[src/rtl/imem_pkg.sv]
// ----------------------------------------------------------------------------
// imem_pkg
// Constants and types shared by the instruction-fetch controller, the
// combinational instruction memory and the decode stage.
//   XLEN        : PC / address width
//   INST_W      : instruction word width
//   IMEM_DEPTH  : number of IMEM words
//   IMEM_BYTES  : first byte PC past the end of IMEM
//   fetch_state_t : fetch sequencer states
// ----------------------------------------------------------------------------
package imem_pkg;

   localparam int XLEN       = 64;
   localparam int INST_W     = 32;
   localparam int IMEM_DEPTH = 32;
   localparam int IMEM_BYTES = 4 * IMEM_DEPTH;

   typedef enum logic [1:0] {
      IDLE  = 2'd0,
      RUN   = 2'd1,
      FAULT = 2'd2
   } fetch_state_t;

   // Instructions are 32-bit words, so any byte PC with low bits set is illegal.
   function automatic logic pc_aligned(input logic [XLEN-1:0] pc);
      return (pc[1:0] == 2'b00);
   endfunction

endpackage

[src/rtl/imem_fetch_ctrl_if.sv]
// ----------------------------------------------------------------------------
// imem_fetch_ctrl_if
// Bundles the fetch controller's IMEM bus, decode handshake, redirect and
// status signals.
//   master : the fetch controller (drives imem_addr, inst_*, status)
//   slave  : surrounding system (IMEM, decode, branch unit, control)
// ----------------------------------------------------------------------------
interface imem_fetch_ctrl_if;

   logic                        start;
   logic [imem_pkg::XLEN-1:0]   imem_addr;
   logic [imem_pkg::INST_W-1:0] imem_data;
   logic                        inst_valid;
   logic                        inst_ready;
   logic [imem_pkg::INST_W-1:0] inst_data;
   logic [imem_pkg::XLEN-1:0]   inst_pc;
   logic                        redirect_valid;
   logic [imem_pkg::XLEN-1:0]   redirect_pc;
   logic                        fault;
   logic [imem_pkg::XLEN-1:0]   fault_pc;
   logic                        busy;
   logic [31:0]                 fetch_count;

   modport master (
      input  start, imem_data, inst_ready, redirect_valid, redirect_pc,
      output imem_addr, inst_valid, inst_data, inst_pc, fault, fault_pc,
             busy, fetch_count
   );

   modport slave (
      output start, imem_data, inst_ready, redirect_valid, redirect_pc,
      input  imem_addr, inst_valid, inst_data, inst_pc, fault, fault_pc,
             busy, fetch_count
   );

endinterface

[src/rtl/imem_fetch_ctrl.sv]
// ----------------------------------------------------------------------------
// imem_fetch_ctrl
// Instruction-fetch sequencer. Owns the PC, addresses the combinational IMEM
// and registers the returned word into a one-entry valid/ready output slot.
// Handles redirects and raises a sticky fault on misaligned redirect targets
// or when fetching past the end of IMEM.
// Ports:
//   clk   : clock, rising edge
//   rst_n : asynchronous active-low reset
//   bus   : imem_fetch_ctrl_if.master (IMEM bus, decode handshake,
//           redirect, fault / busy / fetch_count status)
// ----------------------------------------------------------------------------
module imem_fetch_ctrl
   import imem_pkg::*;
#(
   parameter logic [XLEN-1:0] RESET_PC = '0
) (
   input  logic              clk,
   input  logic              rst_n,
   imem_fetch_ctrl_if.master bus
);

   localparam logic [XLEN-1:0] LP_PC_LIMIT = XLEN'(IMEM_BYTES);
   localparam logic [XLEN-1:0] LP_PC_STEP  = XLEN'(4);

   fetch_state_t      r_state;
   fetch_state_t      w_state_nxt;
   logic [XLEN-1:0]   r_pc;
   logic [XLEN-1:0]   w_pc_nxt;
   logic              r_vld_p1;
   logic              w_vld_nxt;
   logic [INST_W-1:0] r_inst_data_p1;
   logic [XLEN-1:0]   r_inst_pc_p1;
   logic              w_load_slot;
   logic              r_fault;
   logic              w_set_fault;
   logic [XLEN-1:0]   r_fault_pc;
   logic [XLEN-1:0]   w_fault_pc_nxt;
   logic [31:0]       r_fetch_count;

   logic              w_advance;
   logic              w_xfer;
   logic              w_pc_in_range;

   assign w_advance     = !r_vld_p1 || bus.inst_ready;
   assign w_xfer        = r_vld_p1 && bus.inst_ready;
   assign w_pc_in_range = (r_pc < LP_PC_LIMIT);

   always_comb begin
      w_state_nxt    = r_state;
      w_pc_nxt       = r_pc;
      // Slot empties on a completed transfer unless refilled below.
      w_vld_nxt      = r_vld_p1 && !w_xfer;
      w_load_slot    = 1'b0;
      w_set_fault    = 1'b0;
      w_fault_pc_nxt = r_fault_pc;

      case (r_state)
         IDLE: begin
            if (bus.redirect_valid && !pc_aligned(bus.redirect_pc)) begin
               w_state_nxt    = FAULT;
               w_set_fault    = 1'b1;
               w_fault_pc_nxt = bus.redirect_pc;
            end else begin
               if (bus.redirect_valid) w_pc_nxt = bus.redirect_pc;
               if (bus.start)          w_state_nxt = RUN;
            end
         end
         RUN: begin
            // Redirect wins over fetch and flushes the slot even if it was
            // being accepted this cycle.
            if (bus.redirect_valid) begin
               w_vld_nxt = 1'b0;
               if (!pc_aligned(bus.redirect_pc)) begin
                  w_state_nxt    = FAULT;
                  w_set_fault    = 1'b1;
                  w_fault_pc_nxt = bus.redirect_pc;
               end else begin
                  w_pc_nxt = bus.redirect_pc;
               end
            end else if (w_advance) begin
               if (w_pc_in_range) begin
                  w_load_slot = 1'b1;
                  w_vld_nxt   = 1'b1;
                  w_pc_nxt    = r_pc + LP_PC_STEP;
               end else begin
                  w_state_nxt    = FAULT;
                  w_set_fault    = 1'b1;
                  w_fault_pc_nxt = r_pc;
               end
            end
         end
         FAULT: begin
            // Terminal: only a held instruction may still drain.
         end
         default: begin
            w_state_nxt = IDLE;
         end
      endcase
   end

   // Control state
   always_ff @(posedge clk or negedge rst_n) begin
      if (!rst_n) begin
         r_state       <= IDLE;
         r_pc          <= RESET_PC;
         r_vld_p1      <= 1'b0;
         r_fault       <= 1'b0;
         r_fault_pc    <= '0;
         r_fetch_count <= '0;
      end else begin
         r_state    <= w_state_nxt;
         r_pc       <= w_pc_nxt;
         r_vld_p1   <= w_vld_nxt;
         r_fault_pc <= w_fault_pc_nxt;
         if (w_set_fault) r_fault       <= 1'b1;
         if (w_xfer)      r_fetch_count <= r_fetch_count + 32'd1;
      end
   end

   // Output slot stage (p1): word and its PC captured on each fetch
   always_ff @(posedge clk or negedge rst_n) begin
      if (!rst_n) begin
         r_inst_data_p1 <= '0;
         r_inst_pc_p1   <= '0;
      end else if (w_load_slot) begin
         r_inst_data_p1 <= bus.imem_data;
         r_inst_pc_p1   <= r_pc;
      end
   end

   assign bus.imem_addr   = {2'b00, r_pc[XLEN-1:2]};
   assign bus.inst_valid  = r_vld_p1;
   assign bus.inst_data   = r_inst_data_p1;
   assign bus.inst_pc     = r_inst_pc_p1;
   assign bus.fault       = r_fault;
   assign bus.fault_pc    = r_fault_pc;
   assign bus.busy        = (r_state == RUN);
   assign bus.fetch_count = r_fetch_count;

endmodule

[src/flat_wrapper.sv]
// flat-port wrapper written by rule: the top's interface ports become plain ports
module imem_fetch_ctrl_flat import imem_pkg::*;
#(
   parameter logic [XLEN-1:0] RESET_PC = '0
)
  (clk, rst_n, bus_start, bus_imem_data, bus_inst_ready, bus_redirect_valid, bus_redirect_pc, bus_imem_addr, bus_inst_valid, bus_inst_data, bus_inst_pc, bus_fault, bus_fault_pc, bus_busy, bus_fetch_count);
  imem_fetch_ctrl_if bus_i ();
  input  logic clk;
  input  logic rst_n;
  input wire logic [$bits(bus_i.start)-1:0] bus_start;
  input wire logic [$bits(bus_i.imem_data)-1:0] bus_imem_data;
  input wire logic [$bits(bus_i.inst_ready)-1:0] bus_inst_ready;
  input wire logic [$bits(bus_i.redirect_valid)-1:0] bus_redirect_valid;
  input wire logic [$bits(bus_i.redirect_pc)-1:0] bus_redirect_pc;
  output wire logic [$bits(bus_i.imem_addr)-1:0] bus_imem_addr;
  output wire logic [$bits(bus_i.inst_valid)-1:0] bus_inst_valid;
  output wire logic [$bits(bus_i.inst_data)-1:0] bus_inst_data;
  output wire logic [$bits(bus_i.inst_pc)-1:0] bus_inst_pc;
  output wire logic [$bits(bus_i.fault)-1:0] bus_fault;
  output wire logic [$bits(bus_i.fault_pc)-1:0] bus_fault_pc;
  output wire logic [$bits(bus_i.busy)-1:0] bus_busy;
  output wire logic [$bits(bus_i.fetch_count)-1:0] bus_fetch_count;
  assign bus_i.start = bus_start;
  assign bus_i.imem_data = bus_imem_data;
  assign bus_i.inst_ready = bus_inst_ready;
  assign bus_i.redirect_valid = bus_redirect_valid;
  assign bus_i.redirect_pc = bus_redirect_pc;
  assign bus_imem_addr = bus_i.imem_addr;
  assign bus_inst_valid = bus_i.inst_valid;
  assign bus_inst_data = bus_i.inst_data;
  assign bus_inst_pc = bus_i.inst_pc;
  assign bus_fault = bus_i.fault;
  assign bus_fault_pc = bus_i.fault_pc;
  assign bus_busy = bus_i.busy;
  assign bus_fetch_count = bus_i.fetch_count;
  imem_fetch_ctrl #(.RESET_PC(RESET_PC)) u_core (.clk(clk), .rst_n(rst_n), .bus(bus_i));
endmodule
[config.mk]
export PLATFORM = sky130hd
export DESIGN_NAME = imem_fetch_ctrl_flat
export DESIGN_NICKNAME = d
export VERILOG_FILES = /design/src/rtl/imem_pkg.sv /design/src/rtl/imem_fetch_ctrl_if.sv /design/src/rtl/imem_fetch_ctrl.sv /design/src/flat_wrapper.sv
export SDC_FILE = /design/constraint.sdc
export NUM_CORES = 1
export LEC_CHECK = 0
export BUFFER_PORTS_ARGS = -buffer_cell sky130_fd_sc_hd__buf_4
export CAP_MARGIN = 20
export CORE_MARGIN = 3
export CORE_UTILIZATION = 46
export DETAILED_ROUTE_END_ITERATION = 10
export MAX_ROUTING_LAYER = met4
export PLACE_DENSITY_LB_ADDON = 0.3
export SETUP_SLACK_MARGIN = 0.5
export SLEW_MARGIN = 40
export SYNTH_ARGS = -nofsm -noshare
export SYNTH_HDL_FRONTEND = slang
export SYNTH_SLANG_ARGS = --single-unit
export TNS_END_PERCENT = 100
[constraint.sdc]
create_clock -name clk -period 1.9 [get_ports clk]
set_input_delay 0.095 -clock clk [delete_from_list [all_inputs] [get_ports clk]]
set_output_delay 0.095 -clock clk [all_outputs]
set_load 0.1 [all_outputs]
-- After elaboration in Yosys (flattened, before gate mapping)
Index checks and enable logic that the tools add are counted.
- bitwise operators: 1
- div/mod/pow operators: 0
- mux-type cells: 34
- add/sub/neg operators: 2
- shift-type cells: 0
- eq/ne operators: 11
- order comparisons: 1
- reductions and logical operators: 13
- $mul: 0
- operators by type and width (operator ; number):
    $mux 64 ; 11
    $pmux 64 s2 ; 2
    $add 64x3->64 const B ; 1
    $lt 64x8->1 const B ; 1
    $add 32x1->32 const B ; 1
    $mux 1 ; 13
    $mux 2 ; 6
    $ne 3x2->1 const B ; 4
    $reduce_and 5->1 ; 2
    $ne 3x3->1 const B ; 2
    $pmux 2 s3 ; 1
    $reduce_and 6->1 ; 1
    $logic_not 2->1 ; 2
    $ne 2x2->1 const B ; 2
    $logic_and 1x1->1 ; 3
    $logic_not 1->1 ; 3
    $eq 2x1->1 const B ; 1
    $eq 2x2->1 const B ; 1
    $ne 2x1->1 const B ; 1
    $pmux 1 s2 ; 1
    $reduce_bool 2->1 ; 1
    $logic_or 1x1->1 ; 1
    $not 1->1 ; 1
- ROM bits: 0
- latch bits: 0
- bits in writable memories: 0
- output and inout port bits: 259
- register bits: 260
- bits of input ports: 101
- logic and storage cells: 70
- memories: 0

-- Logic depth before layout (Yosys ltp)
Gate-level depths: netlist (run 1).
- depth in word-level cells: 7
- gate-level depth with buffers: 8
- gate-level depth less buffers: 7

-- Worst setup path before layout (run 1)
No wires, ideal clock.
- kind: reg2reg
- start point: register u_core.r_state[1]
- end point: register u_core.r_pc[63]
- cell stages (with the launch flop): 5
- setup slack: -610 ps
- arrival time: 2389 ps
- setup time: 121 ps
- path buffers: 1
- data required time: 1779 ps
- period minus slack after synthesis: 2510 ps
- path through: dfrtp_1 clkbuf_1 nor2b_1 a31oi_1 o22a_1
- cells in the longest elaborated chain, start to end: 3
- elaborated cells between the ends (all ways): 10
- classes of those cells: eq/ne: 6; mux: 1; reduce/logical: 3
- RTL lines (item ; line ; text):
    start, declared ; imem_fetch_ctrl.sv:26 ; fetch_state_t r_state;
    start signal, assigned ; imem_fetch_ctrl.sv:112 ; r_state <= w_state_nxt;
    $eq 2x1->1 (*) ; n/a ;
    via bus_busy ; flat_wrapper.sv:21 ; output wire logic [$bits(bus_i.busy)-1:0] bus_busy;
    $ne 3x2->1 (no source line) or $reduce_bool 2->1 (tied branches) ; n/a ;
    $reduce_and 6->1 (no source line) ; n/a ;
    end signal, assigned ; imem_fetch_ctrl.sv:113 ; r_pc <= w_pc_nxt;
    end, declared ; imem_fetch_ctrl.sv:28 ; logic [XLEN-1:0] r_pc;
The timed path passes the listed nets; every way through them passes the cells marked *.
A chain may end at the register's enable or synchronous reset.

-- Worst setup path after layout (run 1)
- start point: register u_core.r_pc[45]
- end point: register u_core.r_fault_pc[50], in the netlist u_core.bus.fault_pc[50]
- cells in the longest elaborated chain, start to end: 3
- RTL lines (item ; line ; text):
    $lt 64x8->1 ; imem_fetch_ctrl.sv:47 ; assign w_pc_in_range = (r_pc < LP_PC_LIMIT);
    $ne 3x3->1 (no source line) ; n/a ;
    $reduce_and 5->1 (no source line) ; n/a ;
    end signal, assigned ; imem_fetch_ctrl.sv:115 ; r_fault_pc <= w_fault_pc_nxt;
    end, declared ; imem_fetch_ctrl.sv:37 ; logic [XLEN-1:0] r_fault_pc;
Every way passes these cells.

==> results of run 1 <==
## registers in the layout, summed over array words and instances (netlist names)
register	count
u_core.r_state	2
u_core.r_pc	64
u_core.bus.fault_pc	64
u_core.bus.inst_pc	64
u_core.bus.fault	1
u_core.bus.inst_valid	1
u_core.bus.fetch_count	32
u_core.bus.inst_data	32
## metal layers
layer / GRT usage (%) / vias up
met5: - / -
met4: 9.27 / 0
met3: 5.58 / 173
met2: 48.2 / 672
met1: 37.7 / 5427
li1: - / 4801
## tightest hold or removal path: stages
cell and delay (ps):
buf_4 160, nor2b_1 210, nor4_1 70
## path summary, 6_finish.rpt
path                                         endpoint  slack [ps]  depth (start not counted)
max                           u_core.bus.fault_pc[50]        -440                          9
min                                 u_core.r_state[0]          30                          3
max reg2reg                   u_core.bus.fault_pc[50]        -440                          9
min reg2reg                u_core.bus.fetch_count[31]         470                          1
max in group asynchronous     u_core.bus.fault_pc[37]        1090                          3
min in group asynchronous  u_core.bus.fetch_count[21]          50                          2
## cells in the mapped netlist (3+ instances only)
cell,number
mux2_2,42
buf_2,13
a31oi_1,69
buf_4,65
o2bb2a_1,3
or2_2,3
nand2_1,186
nor4_1,18
buf_6,5
xor2_1,5
o22ai_1,10
nor2_1,42
dfrtp_1,260
a21oi_1,91
nor3_1,4
o21ai_0,39
and2_1,69
or3_1,3
and3_1,12
nand4_1,16
nand3_1,29
xnor2_1,26
clkbuf_1,45
nor2b_1,5
o22a_1,5
and4_1,7
## timing repair
item	CTS	global route
resized for setup	87	160
pin swaps	32	42
gates cloned	6	20
hold buffers	99	0
endpoints found under the hold margin	421	0
buffers inserted	3	8
setup endpoints to repair	322	333
## report_power, final
part           switching [mW]  internal, mW
logic                    13.9          4.66
clock network            2.31          3.07
registers                1.31          6.87
total                    17.5          14.6
## cell families after synthesis
family                     Yosys count
other                                1
and+or+nand+nor                    402
AOI/OAI and AO/OA                  232
DFF                                260
buffers and inverters              132
adders and majority gates            2
muxes                               42
xor gates and xnor gates            31
## final cells by class
type | count | share of cell area [%]
flip-flops and latches | 260 | 34.8
repair buffers | 615 | 29.7
multi-input cells | 712 | 28.7
clock buffers | 35 | 4.00
well taps | 319 | 2.11
clock inverters | 11 | 0.636
inverters | 2 | 0.0397
## metrics by stage
stage | cell area, um2 | setup slack (ps)
floorplan | 11900 | -132
CTS | 17700 | -379
global placement | 15200 | -528
detailed placement | 15200 | -519
finish | 18900 | -443
global route | 18900 | -530
==> flow_summary.json, run 1 <==
{
  "status": "finished with violations",
  "violations": "setup timing",
  "layout_commonest_cell": "buf_4",
  "drive_gt1_share_pct": 50.8,
  "cts_root_buffer": "clkbuf_16",
  "cts_max_path_buffers": 3,
  "start_kind": "register",
  "p_leak_nw": 8.72,
  "critPathMaxStageDelay_ps": 400,
  "slew_violations": 0,
  "worst_pin_slew_ps": 704,
  "top_layer": "met4",
  "grt_pass1_wl_um": 60600,
  "route.met3.wl_um": 3860,
  "fin_ws_ps": -443,
  "crit_type": "reg2reg",
  "routed_via_density": 5.67,
  "grt_overflow": 0,
  "worstSetupEndpointType": "register",
  "antenna_left": 0,
  "total_power_mw": 32.2,
  "r2r-start": "u_core.r_pc[45]",
  "wl_per_cell_um": 23.0,
  "critPathSlowestCell": "dfrtp_1",
  "hp-start": "bus_redirect_valid",
  "synth_top_family_by_area": "simple AND/OR/NAND/NOR gates",
  "io_buffer_count": 357,
  "cp_num_buf_inv": 3,
  "fin_tns_setup_ps": -76440,
  "netlist_area_um2": 11400,
  "wl_um": 44900,
  "synth.top_cell.area_share_pct": 57.2,
  "drt_iter0_drc": 979,
  "remaining_drc_errors": 0,
  "mostFrequentLayoutCells": "457 x buf_4, 231 x dfrtp_1, 159 x nand2_1",
  "final_cells": 1954,
  "synthesis.instances": 1102,
  "finalCriticalPeriod_ps": 2340,
  "hold_ws_ps": 27.6,
  "utilization_pct": 79.1,
  "multi_input_comb_area_um2": 5420,
  "irDropWorstVdd_v": 0.00235,
  "place_congestion": 0.875,
  "first_global_vias": 10807,
  "fmax_mhz": 427,
  "numCtsBuffers": 27,
  "synth_mux_area_share_pct": 4.16,
  "clk_latency_ps": 550,
  "grt_usage_pct": 29.5,
  "synth_seq_cells": 260,
  "wl_met1_um": 16600,
  "cap_violations": 0,
  "regArea_um2": 6580,
  "avgSynthCellArea_um2": 10.3,
  "die_width_um": 163,
  "yosys.area.top_type": "dfrtp_1",
  "synthXorXnorAreaFrac_pct": 2.39,
  "post-route-period-util_pct": 123,
  "cellPowerDensity_nw_per_um2": 1700,
  "placed_cells": 1772,
  "ys_types": 48,
  "die_h_um": 163,
  "post-dp-hpwl_um": 26000,
  "synth_seq_area_share_pct": 57.2,
  "rows": 56,
  "antenna_found_initial": 0,
  "critPathLaunch": "u_core.r_pc[45]",
  "path_cells": "nor4_2 -> buf_4 -> nand4_1 -> nor4_4 -> buf_6 -> o21bai_4 -> and2_4 -> clkbuf_16 -> a31oi_2",
  "synthAdderAreaFrac_pct": 0.220,
  "yosys.area_share.simple_pct": 17.1,
  "worstPathArrival_ps": 2790,
  "areaGrowthSynthToFinish_pct": 66.2,
  "synth-async-reset-ratio_pct": 100,
  "yosysWarnings": 0,
  "finish.net_count": 1721,
  "drt_first_pass_iters": 5,
  "slew_headroom_pct": 53.0,
  "crit_fanout": 7,
  "min_path_type": "in2reg",
  "cts.clk_slew.worst_paths_ps": 70,
  "diodes": 0,
  "htree_levels": 1,
  "rsz0062_at_grt": "true",
  "n_fill_cell": 1364,
  "synth-compound-area-share_pct": 11.8,
  "clock_skew_ps": 18.3,
  "wl_met2_um": 22100,
  "start_util_pct": 47.6,
  "cts_tree": "done",
  "num_vias": 11073,
  "critical-path-top-delay-family": "simple AND/OR/NAND/NOR gates",
  "critPathRequiredTime_ps": 2350,
  "grt_max_degree": 84,
  "netlist_top_cells_area": "dfrtp_1 57%, nand2_1 6.1%, buf_4 4.3%",
  "cts_sinks": 260,
  "synth_edf_count": 0,
  "coreArea_um2": 23900,
  "finalHoldViolations": 0,
  "pin_count": 360,
  "synthFlopType": "dfrtp_1",
  "setup_viol": 223,
  "die_area_um2": 26600
}
Note: power is estimated with default switching activity, not from simulation.
==> run 2: changes to the inputs <==
--- a/config.mk
+++ b/config.mk
@@ -13,6 +13,7 @@
 export MAX_ROUTING_LAYER = met4
 export PLACE_DENSITY_LB_ADDON = 0.3
 export SETUP_SLACK_MARGIN = 0.5
+export SKIP_LAST_GASP = 1
 export SLEW_MARGIN = 40
 export SYNTH_ARGS = -nofsm -noshare
 export SYNTH_HDL_FRONTEND = slang
==> flow_summary.json, run 2 (synthesis gave the netlist of run 1 again) <==
{
  "crit_type": "reg2reg",
  "n_fill_cell": 1332,
  "die_width_um": 163,
  "slew_headroom_pct": 52.2,
  "crit_fanout": 7,
  "start_kind": "register",
  "cellPowerDensity_nw_per_um2": 1690,
  "grt_pass1_wl_um": 60600,
  "numCtsBuffers": 27,
  "io_buffer_count": 357,
  "first_global_vias": 10817,
  "r2r_cells": 8,
  "fin_area_um2": 19300,
  "cap_violations": 0,
  "drt_iter0_drc": 968,
  "critPathRequiredTime_ps": 2330,
  "finish.net_count": 1747,
  "areaGrowthSynthToFinish_pct": 69.6,
  "worstPathArrival_ps": 2870,
  "remaining_drc_errors": 0,
  "cts_sinks": 260,
  "antenna_found_initial": 0,
  "antenna_left": 0,
  "r2r_setup_slack_ps": -540,
  "routed_via_density": 5.68,
  "timing.rr.end": "u_core.bus.fault_pc[51]",
  "cts_tree": "done",
  "coreArea_um2": 23900,
  "die_h_um": 163,
  "grt_overflow": 0,
  "mostFrequentLayoutCells": "464 x buf_4, 229 x dfrtp_1, 160 x nand2_1",
  "multi_input_comb_area_um2": 5480,
  "violations": "setup timing",
  "place_area_um2": 15200,
  "min_path_type": "in2async",
  "worstSetupEndpointType": "register",
  "post-route-period-util_pct": 128,
  "drive_gt1_share_pct": 51.7,
  "status": "finished with violations",
  "htree_levels": 1,
  "die_area_um2": 26600,
  "regArea_um2": 6580,
  "cts_root_buffer": "clkbuf_16",
  "layout_commonest_cell": "buf_4",
  "worst_pin_slew_ps": 717,
  "clock_skew_ps": 11.8,
  "rsz0062_at_grt": "true",
  "pin_count": 360,
  "setup_viol": 224,
  "p_leak_nw": 8.98,
  "place_congestion": 0.875,
  "diodes": 0,
  "finalHoldViolations": 0,
  "start_util_pct": 47.6,
  "rows": 56,
  "slew_violations": 0,
  "wl_per_cell_um": 23.6,
  "irDropWorstVdd_v": 0.00208,
  "grt_usage_pct": 29.5,
  "fmax_mhz": 410,
  "post-dp-hpwl_um": 26000,
  "cts_max_path_buffers": 3,
  "wl_um": 46800,
  "r2r-start": "u_core.r_pc[48]",
  "finalCriticalPeriod_ps": 2440,
  "cts.clk_slew.worst_paths_ps": 70,
  "drt_first_pass_iters": 6,
  "total_power_mw": 32.5,
  "clk_latency_ps": 550,
  "grt_max_degree": 84,
  "num_vias": 11242,
  "fin_ws_ps": -540
}
## run 2: changes by cell type in the layout (fill, tap and decap cells not counted), sizes merged
cell and change:
buf +26
## run 2: worst max path at each step
stage,start,end,slack (ps)
6_report,u_core.r_pc[48],u_core.bus.fault_pc[51],-540
2_1_floorplan,u_core.r_pc[48],u_core.r_pc[18],-130
4_1_cts,u_core.r_pc[36],u_core.bus.inst_data[16],-380
5_1_grt,u_core.r_pc[48],u_core.bus.fault_pc[51],-580
3_5_place_dp,u_core.r_pc[62],u_core.bus.fault_pc[34],-520
3_3_place_gp,u_core.r_pc[53],u_core.bus.inst_data[5],-530
## run 2: layout make-up
| class | count | area share (%) |
|---|---|---|
| clock buffers | 35 | 3.92 |
| multi-input cells | 712 | 28.4 |
| clock inverters | 11 | 0.623 |
| flip-flops and latches | 260 | 34.2 |
| inverters | 2 | 0.0390 |
| well taps | 319 | 2.07 |
| repair buffers | 641 | 30.7 |
## run 2: metal layers
metal	up-vias	wire (um)	GRT usage [%]
met3	164	3610	5.71
met5	-	0	-
met1	5568	17400	37.4
met4	0	2590	9.19
met2	661	23200	48.4
li1	4849	-	-
## run 2: critical path, cell delays in order (launching register included)
cell and delay [ps]:
dfrtp_1 410, nor4_1 360, nand4_1 260, nor4_4 340, buf_6 170, o21bai_4 100, and2_4 240, clkbuf_16 190
a31oi_1 240
## run 2: report_power, final
group          internal (mW)  switching, mW  total (mW)
clock network           3.07           2.32        5.39
registers               6.88           1.36        8.24
logic                   4.88           14.0        18.9
total                   14.8           17.7        32.5
## run 2: metrics by stage
step,hold slack (ps),setup slack [ps],util [%],setup TNS [ps],cells
3_3_place_gp,20.8,-528,63.4,-97590,1772
6_report,56.6,-540,80.7,-85170,1980
5_1_grt,78.3,-577,80.7,-97010,1980
3_5_place_dp,23.5,-519,63.4,-91470,1772
4_1_cts,10.3,-379,73.8,-61060,1926
2_1_floorplan,-201,-132,-,-18030,1103
## run 2: timing repair
item | 4_1_cts | 5_1_grt
setup buffers | 3 | 33
hold buffers | 99 | 0
resized for setup | 82 | 206
cloned | 6 | 21
endpoints found under the hold margin | 421 | 0
endpoints found under the setup margin | 322 | 332
pin swaps | 24 | 66
==> run 3: changes to the inputs <==
--- a/config.mk
+++ b/config.mk
@@ -8,7 +8,7 @@
 export BUFFER_PORTS_ARGS = -buffer_cell sky130_fd_sc_hd__buf_4
 export CAP_MARGIN = 20
 export CORE_MARGIN = 3
-export CORE_UTILIZATION = 46
+export CORE_UTILIZATION = 40
 export DETAILED_ROUTE_END_ITERATION = 10
 export MAX_ROUTING_LAYER = met4
 export PLACE_DENSITY_LB_ADDON = 0.3
==> flow_summary.json, run 3 (synthesis gave the netlist of run 1 again) <==
{
  "antenna_found_initial": 0,
  "grt_usage_pct": 26.0,
  "final_cells": 2034,
  "cts.clk_slew.worst_paths_ps": 60,
  "mostFrequentLayoutCells": "475 x buf_4, 231 x dfrtp_1, 157 x nand2_1",
  "io_buffer_count": 357,
  "fmax_mhz": 430,
  "cts_tree": "done",
  "wl_per_cell_um": 21.0,
  "clock_skew_ps": 12.8,
  "worst_pin_slew_ps": 594,
  "grt_pass1_wl_um": 62000,
  "die_width_um": 175,
  "worstPathArrival_ps": 2740,
  "crit_type": "reg2reg",
  "utilization_pct": 67.6,
  "diodes": 0,
  "grt_max_degree": 78,
  "irDropWorstVdd_v": 0.00216,
  "die_h_um": 175,
  "critPathLaunch": "u_core.r_pc[15]",
  "critPathRequiredTime_ps": 2310,
  "cts_root_buffer": "clkbuf_16",
  "finish.net_count": 1740,
  "wl_met1_um": 17600,
  "wl_met2_um": 21200,
  "worstSetupEndpointType": "register",
  "drt_first_pass_iters": 5,
  "regArea_um2": 6580,
  "start_kind": "register",
  "num_vias": 10773,
  "fin_area_um2": 18800,
  "status": "finished with violations",
  "fin_ws_ps": -427,
  "antenna_left": 0,
  "pin_count": 360,
  "setup_viol": 223,
  "route.met3.wl_um": 2880,
  "die_area_um2": 30500,
  "drive_gt1_share_pct": 49.4,
  "cap_violations": 0,
  "slew_violations": 0,
  "finalCriticalPeriod_ps": 2330,
  "numCtsBuffers": 28,
  "post-dp-hpwl_um": 26300,
  "areaGrowthSynthToFinish_pct": 65.8,
  "placed_cells": 1839,
  "cellPowerDensity_nw_per_um2": 1680,
  "place_congestion": 0.855,
  "r2r_setup_slack_ps": -430,
  "rsz0062_at_grt": "true",
  "slew_headroom_pct": 60.4,
  "wl_um": 42700,
  "finalHoldViolations": 0,
  "r2r-start": "u_core.r_pc[15]",
  "fin_tns_setup_ps": -73870,
  "first_global_vias": 10837,
  "htree_levels": 1,
  "total_power_mw": 31.7,
  "hold_ws_ps": 46.7,
  "r2r_cells": 10,
  "top_layer": "met4",
  "timing.rr.end": "u_core.bus.inst_data[17]",
  "cts_max_path_buffers": 3,
  "min_path_type": "in2reg",
  "grt_overflow": 0,
  "violations": "setup timing",
  "layout_commonest_cell": "buf_4",
  "remaining_drc_errors": 0,
  "rows": 61,
  "place_area_um2": 15300,
  "clk_latency_ps": 540,
  "drt_iter0_drc": 682,
  "p_leak_nw": 8.79,
  "cts_sinks": 260,
  "multi_input_comb_area_um2": 5100,
  "dp_slack_ps": -524,
  "n_fill_cell": 1996,
  "crit_fanout": 10,
  "post-route-period-util_pct": 122,
  "coreArea_um2": 27900,
  "crit_end": "u_core.bus.inst_data[17]",
  "start_util_pct": 40.8,
  "routed_via_density": 5.30
}
## run 3: cell type report
| cell class | instances | area share, % |
|---|---|---|
| timing repair buffer | 633 | 30.7 |
| clock buffer | 42 | 4.32 |
| multi-input combinational | 712 | 27.1 |
| tap | 378 | 2.51 |
| sequential | 260 | 34.9 |
| inverter | 2 | 0.0398 |
| clock inverter | 7 | 0.452 |
## run 3: critical path, stage by stage (launching register included)
cell	delay, ps
dfrtp_1	430
nor4_2	330
buf_4	170
nand4_1	100
buf_4	170
nor4_4	130
buf_6	160
nand3_4	70
buf_12	160
clkbuf_16	180
mux2_2	290
## run 3: power by group
| part | internal, mW | leakage, nW | switching (mW) |
|---|---|---|---|
| logic | 4.56 | 5.08 | 13.6 |
| registers | 6.88 | 3.26 | 1.17 |
| clock network | 3.21 | 0.445 | 2.26 |
| total | 14.6 | 8.79 | 17.1 |
## run 3: worst min-delay path by stage
stage | from | end | slack [ps] | cells past startpoint
2_1_floorplan | rst_n | u_core.bus.fault | -200 | 0
3_3_place_gp | rst_n | u_core.bus.fetch_count[17] | 30 | 1
3_5_place_dp | rst_n | u_core.bus.fetch_count[17] | 30 | 1
4_1_cts | bus_redirect_valid | u_core.r_state[0] | 10 | 3
5_1_grt | bus_redirect_valid | u_core.r_state[0] | 70 | 3
6_report | bus_redirect_valid | u_core.r_state[0] | 50 | 3
## run 3: repair_timing
| action | 4_1_cts | 5_1_grt |
|---|---|---|
| hold endpoints to repair | 422 | 0 |
| cloned | 11 | 16 |
| setup buffers | 8 | 12 |
| pin swaps | 10 | 37 |
| hold buffers | 99 | 0 |
| gates resized for setup | 63 | 125 |
| endpoints found under the setup margin | 322 | 331 |
## run 3: metal layers
layer  GRT usage, %  vias to the layer above
li1               -                     4835
met1           33.8                     5365
met2           43.2                      477
met3           4.50                       96
met4           5.75                        0
met5              -                        -
